File: src/rtl/counter_ctrl.sv
// Programmable interval timer controller: accepts (limit, mode) over valid/ready,
// runs an up-counter 0..limit and pulses tick at the terminal count.
module counter_ctrl #(
  parameter int N_BITS = 4
) (
  input  logic              clk,
  input  logic              syn_n_rst,
  input  logic              cmd_valid,
  output logic              cmd_ready,
  input  logic [N_BITS-1:0] cmd_limit,
  input  logic              cmd_periodic,
  input  logic              pause,
  input  logic              abort,
  output logic [N_BITS-1:0] count,
  output logic              busy,
  output logic              tick
);

  typedef enum logic [1:0] {
    IDLE = 2'd0,
    RUN  = 2'd1,
    HOLD = 2'd2
  } state_t;

  localparam logic [N_BITS-1:0] ONE = N_BITS'(1);

  state_t            state_reg, state_next;
  logic [N_BITS-1:0] count_reg, count_next;
  logic [N_BITS-1:0] limit_reg, limit_next;
  logic              periodic_reg, periodic_next;
  logic              tick_reg, tick_next;
  logic              busy_reg, busy_next;

  always_ff @(posedge clk) begin
    if (!syn_n_rst) begin
      state_reg    <= IDLE;
      count_reg    <= '0;
      limit_reg    <= '0;
      periodic_reg <= 1'b0;
      tick_reg     <= 1'b0;
      busy_reg     <= 1'b0;
    end else begin
      state_reg    <= state_next;
      count_reg    <= count_next;
      limit_reg    <= limit_next;
      periodic_reg <= periodic_next;
      tick_reg     <= tick_next;
      busy_reg     <= busy_next;
    end
  end

  always_comb begin
    state_next    = state_reg;
    count_next    = count_reg;
    limit_next    = limit_reg;
    periodic_next = periodic_reg;
    tick_next     = 1'b0;
    case (state_reg)
      IDLE: begin
        if (cmd_valid) begin
          limit_next    = cmd_limit;
          periodic_next = cmd_periodic;
          count_next    = '0;
          state_next    = RUN;
        end
      end
      RUN: begin
        // abort beats pause, and pause beats the terminal-count check
        if (abort) begin
          state_next = IDLE;
          count_next = '0;
        end else if (pause) begin
          state_next = HOLD;
        end else if (count_reg == limit_reg) begin
          tick_next = 1'b1;
          if (periodic_reg) begin
            count_next = '0;
          end else begin
            state_next = IDLE;
          end
        end else begin
          count_next = count_reg + ONE;
        end
      end
      HOLD: begin
        if (abort) begin
          state_next = IDLE;
          count_next = '0;
        end else if (!pause) begin
          state_next = RUN;
        end
      end
      default: begin
        state_next = IDLE;
        count_next = '0;
      end
    endcase
    busy_next = (state_next != IDLE);
  end

  assign cmd_ready = (state_reg == IDLE);
  assign count     = count_reg;
  assign busy      = busy_reg;
  assign tick      = tick_reg;

endmodule
File: config.mk
export PLATFORM = sky130hd
export DESIGN_NAME = counter_ctrl
export DESIGN_NICKNAME = d
export VERILOG_FILES = /design/src/rtl/counter_ctrl.sv
export SDC_FILE = /design/constraint.sdc
export NUM_CORES = 1
export LEC_CHECK = 0
export BUFFER_PORTS_ARGS = -buffer_cell sky130_fd_sc_hd__buf_2
export CAP_MARGIN = 40
export CELL_PAD_IN_SITES_DETAIL_PLACEMENT = 1
export CELL_PAD_IN_SITES_GLOBAL_PLACEMENT = 1
export CORE_UTILIZATION = 33
export CTS_BUF_LIST = sky130_fd_sc_hd__clkbuf_4 sky130_fd_sc_hd__clkbuf_8 sky130_fd_sc_hd__clkbuf_16
export DETAILED_ROUTE_END_ITERATION = 6
export HOLD_SLACK_MARGIN = 0.05
export PLACE_DENSITY_LB_ADDON = 0.1
export SYNTH_ARGS = -nofsm -noshare
export SYNTH_HDL_FRONTEND = slang
export SYNTH_SLANG_ARGS = --single-unit
File: constraint.sdc
create_clock -name clk -period 1.2 [get_ports clk]
set_input_delay 0.3 -clock clk [delete_from_list [all_inputs] [get_ports clk]]
set_output_delay 0.3 -clock clk [all_outputs]
set_load 0.005 [all_outputs]
Word level (Yosys, flattened, before mapping)
Cells that the tools add are included.

word-level totals
  register bits = 13
  output and inout port bits = 7
  word-level logic and storage cells = 37

cells by class
  add/sub/neg operators = 1
  equal/unequal tests = 7
  multiplexer cells = 16
  bitwise logic cells = 2
  reductions and logical operators = 5

operators by type and width
  operator             number
  $mux 4               6
  $mux 2               7
  $pmux 4 s3           1
  $pmux 2 s3           1
  $add 4x1->4 const B  1
  $eq 4x4->1           1
  $ne 2x2->1 const B   2
  $ne 4x4->1 const B   1
  $reduce_and 4->1     1
  $reduce_or 4->1      1
  $ne 3x3->1 const B   1
  $eq 2x1->1 const B   1
  $eq 2x2->1 const B   1
  $logic_not 2->1      1
  $not 1->1            2
  $reduce_and 2->1     1
  $reduce_bool 2->1    1
  $mux 1               1

Logic depth before layout (Yosys ltp)
Gate-level depths: netlist of the first run.

  depth after elaboration = 6
  gate-level depth with buffers = 6
  gate-level depth less buffers = 4

Worst setup path after synthesis of the first run
OpenSTA, ideal clock, no wires.

  path type = reg2reg
  start = register count_reg[0] (netlist: count[0])
  end = register busy_reg (netlist: busy)
  library setup time = 0.120 ns
  arrival time = 1.215 ns
  path slack = -0.135 ns
  stages on the path, launching flop included = 5
  buffers on the path = 0
  cell sequence = dfxtp_1 xnor2_1 nand4_1 o21a_1 o31a_1

on the way
  word-level cells in the longest chain between the ends = 6

RTL lines
  element                 line  source
  from (decl)             28    logic [N_BITS-1:0] count_reg, count_next;
  from (signal assigned)  44    count_reg <= count_next;
  $eq 4x4->1              74    end else if (count_reg == limit_reg) begin
  $mux 2                  74
  $mux 2                  72    end else if (pause) begin
  $mux 2                  69    if (abort) begin
  $pmux 2 s3              58    case (state_reg)
  $reduce_bool 2->1       98    busy_next = (state_next != IDLE);
  to (signal assigned)    48    busy_reg <= busy_next;
  to (decl)               32    logic busy_reg, busy_next;

No other way between the ends.
A chain may end at the register's enable or synchronous reset.

Final worst setup path of the first run
  start = register count_reg[3] (netlist: count[3])
  end = register count_reg[2] (netlist: count[2])

on the way
  word-level cells in the longest chain between the ends = 5
  elaborated cells between the ends (all ways) = 7
  those cells by class = 2 x eq/ne; 4 x mux; 1 x reduce/logical

RTL lines
  element       line
  $eq 4x4->1 *  74
  $mux 4        74
  $mux 4        72
  $mux 4        69
  $pmux 4 s3    58

Every way passes the cells marked *; elsewhere a longest branch is shown, timed or not. The select of a mux whose other input is x is not followed.

==> results.md, run 1 <==
* Status: complete, but fails checks
* Failing checks: setup timing
* Layout area overhead at 59.1%
* Max Freq at 0.704 GHz
* Pwr/cell area at 908 nW/um^2
* Mapped Cells at 76
* Leading cell type in the layout, fill and taps excluded: buf_4
* Core area at 1960 um^2
* Final hold viol count at 0
* Post-DRT Antenna Nets at 0
* Gr ovfl total at 0
* Sequential share of the synthesized area at 38.0%
* Tightest Hold Check Type: input port to flip-flop
* Critical Path Fanout Max at 3
* CTS Buf Count at 3
* Fin crit period at 1420 ps
* Hold-fix buffers, CTS at 0
* GR met1 Demand/Resource at 20.1%
* Die height at 47.6 um
* Critical path type: flip-flop to flip-flop
* Layout cells sized above 1 at 53.8%
* Clock Root Buffer: clkbuf_4
* Num Clock Sinks at 13
* # H-tree levels at 1
* Slowest CP cell: dfxtp_2
* TNS Setup at -1470 ps
* Synth Warn # at 0
* Crit start category: flip-flop
* Max-capacitance violation count at 0
* Crit-path leading delay family: compound AO/OA/AOI/OAI gates
* ANT cells at 0
* Tcrit/Tclk final at 118%
* Routability cong. at 0.663
* DP HPWL at 1.39 mm
* M2 GR Usage at 36.2%
* CTS tree: yes
* Routed len/inst at 13.3 um
* Final Max Tran Viols at 0
* VDD IR max at 0.569 mV
* Vias in the first global route at 690
* Clk pin slew, worst setup/hold paths at 80 ps
* #FFs+latches synth at 13
* Die W at 47.6 um
* WP data required at 1410 ps
* Max_slew headroom at 78.2%
* Pre-antenna DRT Iters at 4
* Syn_nets at 87
* Most frequent cells in the layout: buf_4 (20), buf_2 (14), nor2_1 (11)
* Largest net degree at the start of global routing at 9
* Met3 usage at 2.64%
* Synth Cell Area at 686 um^2
* Overall Power at 0.000990 W
* Clk buf depth at 2
* Starting Density at 34.9%
* Slew @ Worst Pin at 322 ps
* Crit end category: flip-flop
* Via count at 689
* Core Rows at 16
* Final setup viols at 14
* Io pins at 17
* Final setup margin at -221 ps
* Synthesized area per cell at 9.02 um^2
* Nets at 129
* Final Skew at 1.50 ps
* Die ar. at 2260 um^2
* Final core area utilization at 55.6%
* RSZ-0062 raised after global routing: true
* Worst-skew pair later-pin latency at 270 ps
* LEAKAGE at 0.476 nW
* First-pass GRT wire length at 2.92 mm
* GRT Util Overall at 19.0%
* DR iter-0 viols at 3
* Cell variety after synth at 29
* DRC at 0
* IO Port Bufs at 16
* CP max stage delay at 340 ps
* Bufs and invs on worst path at 1
* Antenna violations before repair at 0
* Ordered list of cells on the worst path: xnor2_2, nand4_1, buf_4, o32a_1, o21ai_1
* CP arrival at 1630 ps
* GR peak layer: met2
* Routed WL at 1.91 mm
* DR vias/cell at 4.78
final timing paths:
kind | end | from | cells past startpoint | slack [ps]
min | state_reg[1]$_SDFF_PN0_ | abort | 2 | 250
max reg2reg | count[2]$_SDFFE_PN0P_ | count[3]$_SDFFE_PN0P_ | 5 | -220
max | count[2]$_SDFFE_PN0P_ | count[3]$_SDFFE_PN0P_ | 5 | -220
min reg2reg | limit_reg[3]$_SDFFE_PN0P_ | limit_reg[3]$_SDFFE_PN0P_ | 2 | 530
logic make-up after synthesis:
| group | count (synthesis) | share of synthesized area (%) |
|---|---|---|
| flip-flops | 13 | 38.0 |
| AND/OR/NAND/NOR | 31 | 24.6 |
| XOR/XNOR | 5 | 6.39 |
| adder cells (fa/ha/maj) | 1 | 1.82 |
| AO/OA/AOI/OAI | 12 | 13.1 |
| multiplexers | 7 | 10.2 |
| buffers and inverters | 7 | 5.84 |
layer usage:
layer	vias to the layer above	wire length, um
met1	325	781
met2	10	1050
li1	350	-
met4	0	31
met3	4	45
met5	-	0
timing repair:
action                     4_1_cts  5_1_grt
resized for setup               11        4
setup endpoints to repair       14       15
buffers inserted                 7        2
pin swaps                       10        4
where the power goes:
| part | leakage (nW) | switching (W) | total [W] | internal [W] |
|---|---|---|---|---|
| sequential | 0.111 | 0.0000178 | 0.000464 | 0.000446 |
| clock | 0.0184 | 0.000142 | 0.000294 | 0.000151 |
| combinational | 0.346 | 0.0000974 | 0.000233 | 0.000136 |
synth_stat cells, drive strengths merged:
master    n  share of area [%]
nand2     3                1.6
nand4     1               0.91
nor3      5                3.6
ha        1                1.8
or3b      1                1.6
nand2b    2                1.8
mux2i     7                 10
o31ai     1                1.8
a21oi     1               0.73
dfxtp    13                 38
nand3b    1                1.1
o31a      1                1.3
nor2     11                6.0
a32o      1                1.5
o21ai     4                2.9
buf       4                4.2
nor3b     2                2.2
and2      2                1.8
o21a      2                2.2
inv       3                1.6
nor4bb    1                1.5
o32a      1                1.5
nand4bb   1                1.6
a41oi     1                1.3
xnor2     5                6.4
nand3     1               0.73
cell type report:
| class | instances | area [um^2] |
|---|---|---|
| Fill cell | 247 | 871 |
| Multi-Input combinational cell | 56 | 438 |
| Timing Repair Buffer | 41 | 299 |
| Tap cell | 27 | 33.8 |
| Inverter | 3 | 11.3 |
| Clock buffer | 4 | 30.0 |
| Sequential cell | 13 | 279 |
stage by stage:
stage	area [um^2]	cells	hold WS [ps]	worst slack, ps
after floorplan	744	76	377	-102
after global placement	961	133	533	-175
after detailed placement	961	133	541	-223
after CTS	1080	144	239	-171
after global routing	1090	144	246	-302
final	1090	144	249	-221
Power figures use the tool's default switching activity.
==> inputs of run 2 (changes only) <==
--- a/config.mk
+++ b/config.mk
@@ -11,9 +11,10 @@
 export CELL_PAD_IN_SITES_GLOBAL_PLACEMENT = 1
 export CORE_UTILIZATION = 33
 export CTS_BUF_LIST = sky130_fd_sc_hd__clkbuf_4 sky130_fd_sc_hd__clkbuf_8 sky130_fd_sc_hd__clkbuf_16
+export CTS_CLUSTER_DIAMETER = 120
 export DETAILED_ROUTE_END_ITERATION = 6
 export HOLD_SLACK_MARGIN = 0.05
-export PLACE_DENSITY_LB_ADDON = 0.1
+export PLACE_DENSITY_LB_ADDON = 0.05
 export SYNTH_ARGS = -nofsm -noshare
 export SYNTH_HDL_FRONTEND = slang
 export SYNTH_SLANG_ARGS = --single-unit
==> results.md, run 2 (same netlist as run 1, synthesis figures left out) <==
* Core Rows at 16
* IO Port Bufs at 16
* Max-capacitance violation count at 0
* Most numerous cell on the critical path: buf_6
* Layout area overhead at 62.0%
* Clk buf depth at 2
* Routed len/inst at 14.7 um
* WHS Endpoint: limit_reg[0]$_SDFFE_PN0P_
* VDD IR max at 0.537 mV
* DR vias/cell at 4.84
* Leading cell type in the layout, fill and taps excluded: buf_4
* Nets at 126
* Final Skew at 4.01 ps
* DR iter-0 viols at 3
* Gr ovfl total at 0
* Post-DRT Antenna Nets at 0
* WP data required at 900 ps
* Pre-antenna DRT Iters at 2
* Final setup margin at -147 ps
* Status: complete, but fails checks
* Worst r2r dst: count[2]$_SDFFE_PN0P_
* RSZ-0062 raised after global routing: true
* Failing checks: setup timing
* Vias in the first global route at 645
* Critical Path Fanout Max at 6
* Worst r2r src: state_reg[0]$_SDFF_PN0_
* Ordered list of cells on the worst path: buf_6, nor2_4, buf_6, buf_6
* ANT cells at 0
* Routed WL at 2.07 mm
* Final setup viols at 8
* CTS tree: yes
* Pre-CTS WS at -204 ps
* Final hold viol count at 0
* Final core area utilization at 56.6%
* Worst-skew pair later-pin latency at 270 ps
* First-pass GRT wire length at 2.89 mm
* LEAKAGE at 0.473 nW
* Final Max Tran Viols at 0
* Top sig layer: met4
* Die W at 47.6 um
* Critical path type: flip-flop to output port
* Core area at 1960 um^2
* Layout cells sized above 1 at 55.3%
* Pwr/cell area at 875 nW/um^2
* Hold-fix buffers, CTS at 0
* Slew @ Worst Pin at 316 ps
* Io pins at 17
* Fin crit period at 1350 ps
* Crit-path leading delay family: flip-flops
* Crit end category: output port
* Clock Root Buffer: clkbuf_4
* DRC at 0
* Max_slew headroom at 78.8%
* Worst R2R Path Depth at 3
* # H-tree levels at 1
* Largest net degree at the start of global routing at 9
* Crit start category: flip-flop
* Via count at 683
* Die ar. at 2260 um^2
* Overall Power at 0.000972 W
* CP arrival at 1050 ps
* CP max stage delay at 370 ps
* Tcrit/Tclk final at 112%
* Antenna violations before repair at 0
* Post-route insts no fill at 141
* Most frequent cells in the layout: buf_4 (15), buf_2 (12), buf_6 (11)
* FF-to-FF setup slack at -150 ps
* Slowest CP cell: dfxtp_4
* Tightest Hold Check Type: input port to flip-flop
* DP HPWL at 1.39 mm
* Routability cong. at 0.749
* Max Freq at 0.743 GHz
* Met1 wire length at 1.01 mm
* GRT Util Overall at 18.6%
* Inst Count DP at 131
* Clk pin slew, worst setup/hold paths at 90 ps
* Min-delay src: cmd_limit[0]
* Starting Density at 34.9%
* Met3 Wirelength at 47 um
* CTS Buf Count at 3
* Bufs and invs on worst path at 3
* Die height at 47.6 um
* TNS Setup at -910 ps
* Hold path cells at 3
* WL met2 at 981 um
* Num Clock Sinks at 13
run 2: cell types whose count changed in the layout (fill, tap and decap cells not counted), sizes merged:
cell and delta:
buf -3
run 2: timing repair:
| action | CTS | global route |
|---|---|---|
| setup buffers | 3 | 4 |
| resized for setup | 14 | 12 |
| endpoints found under the hold margin | 0 | 0 |
| gates cloned | 0 | 0 |
| setup endpoints to repair | 14 | 15 |
| pin swaps | 5 | 3 |
run 2: final cells by class:
type                    instances  area, um^2
fillers                       239         851
well taps                      27        33.8
clock buffers                   4        30.0
multi-input cells              56         453
flip-flops and latches         13         287
repair buffers                 38         297
inverters                       3        11.3
run 2: worst reg2reg max path: cells and delay by family (launching register included):
kind / cells / cell delay [ps]
compound gates: 2 / 480
flops: 1 / 380
simple gates: 1 / 420
run 2: how the worst max path moves through the flow:
stage | startpoint | endpoint | cells after the start
5_1_grt | count[2]$_SDFFE_PN0P_ | count[1]$_SDFFE_PN0P_ | 5
6_report | state_reg[0]$_SDFF_PN0_ | cmd_ready | 4
3_3_place_gp | abort | count[2]$_SDFFE_PN0P_ | 4
2_1_floorplan | count[0]$_SDFFE_PN0P_ | busy$_SDFF_PN0_ | 4
3_5_place_dp | abort | count[3]$_SDFFE_PN0P_ | 4
4_1_cts | state_reg[0]$_SDFF_PN0_ | cmd_ready | 4
run 2: metrics by stage:
stage / instance area (um^2) / hold slack, ps
2_1_floorplan: 744 / 377
3_3_place_gp: 946 / 516
3_5_place_dp: 946 / 519
4_1_cts: 1040 / 259
5_1_grt: 1110 / 278
6_report: 1110 / 261
run 2: layer usage:
| metal | up-vias | track usage [%] |
|---|---|---|
| met5 | - | 0 |
| met4 | 0 | 5.00 |
| met3 | 4 | 3.40 |
| met2 | 12 | 29.6 |
| met1 | 323 | 25.9 |
| li1 | 344 | - |
run 2: report_power, final:
part | switching [W] | internal (W) | total, W
Combinational | 0.0000934 | 0.000119 | 0.000213
Clock | 0.000149 | 0.000151 | 0.000300
Sequential | 0.0000198 | 0.000440 | 0.000459
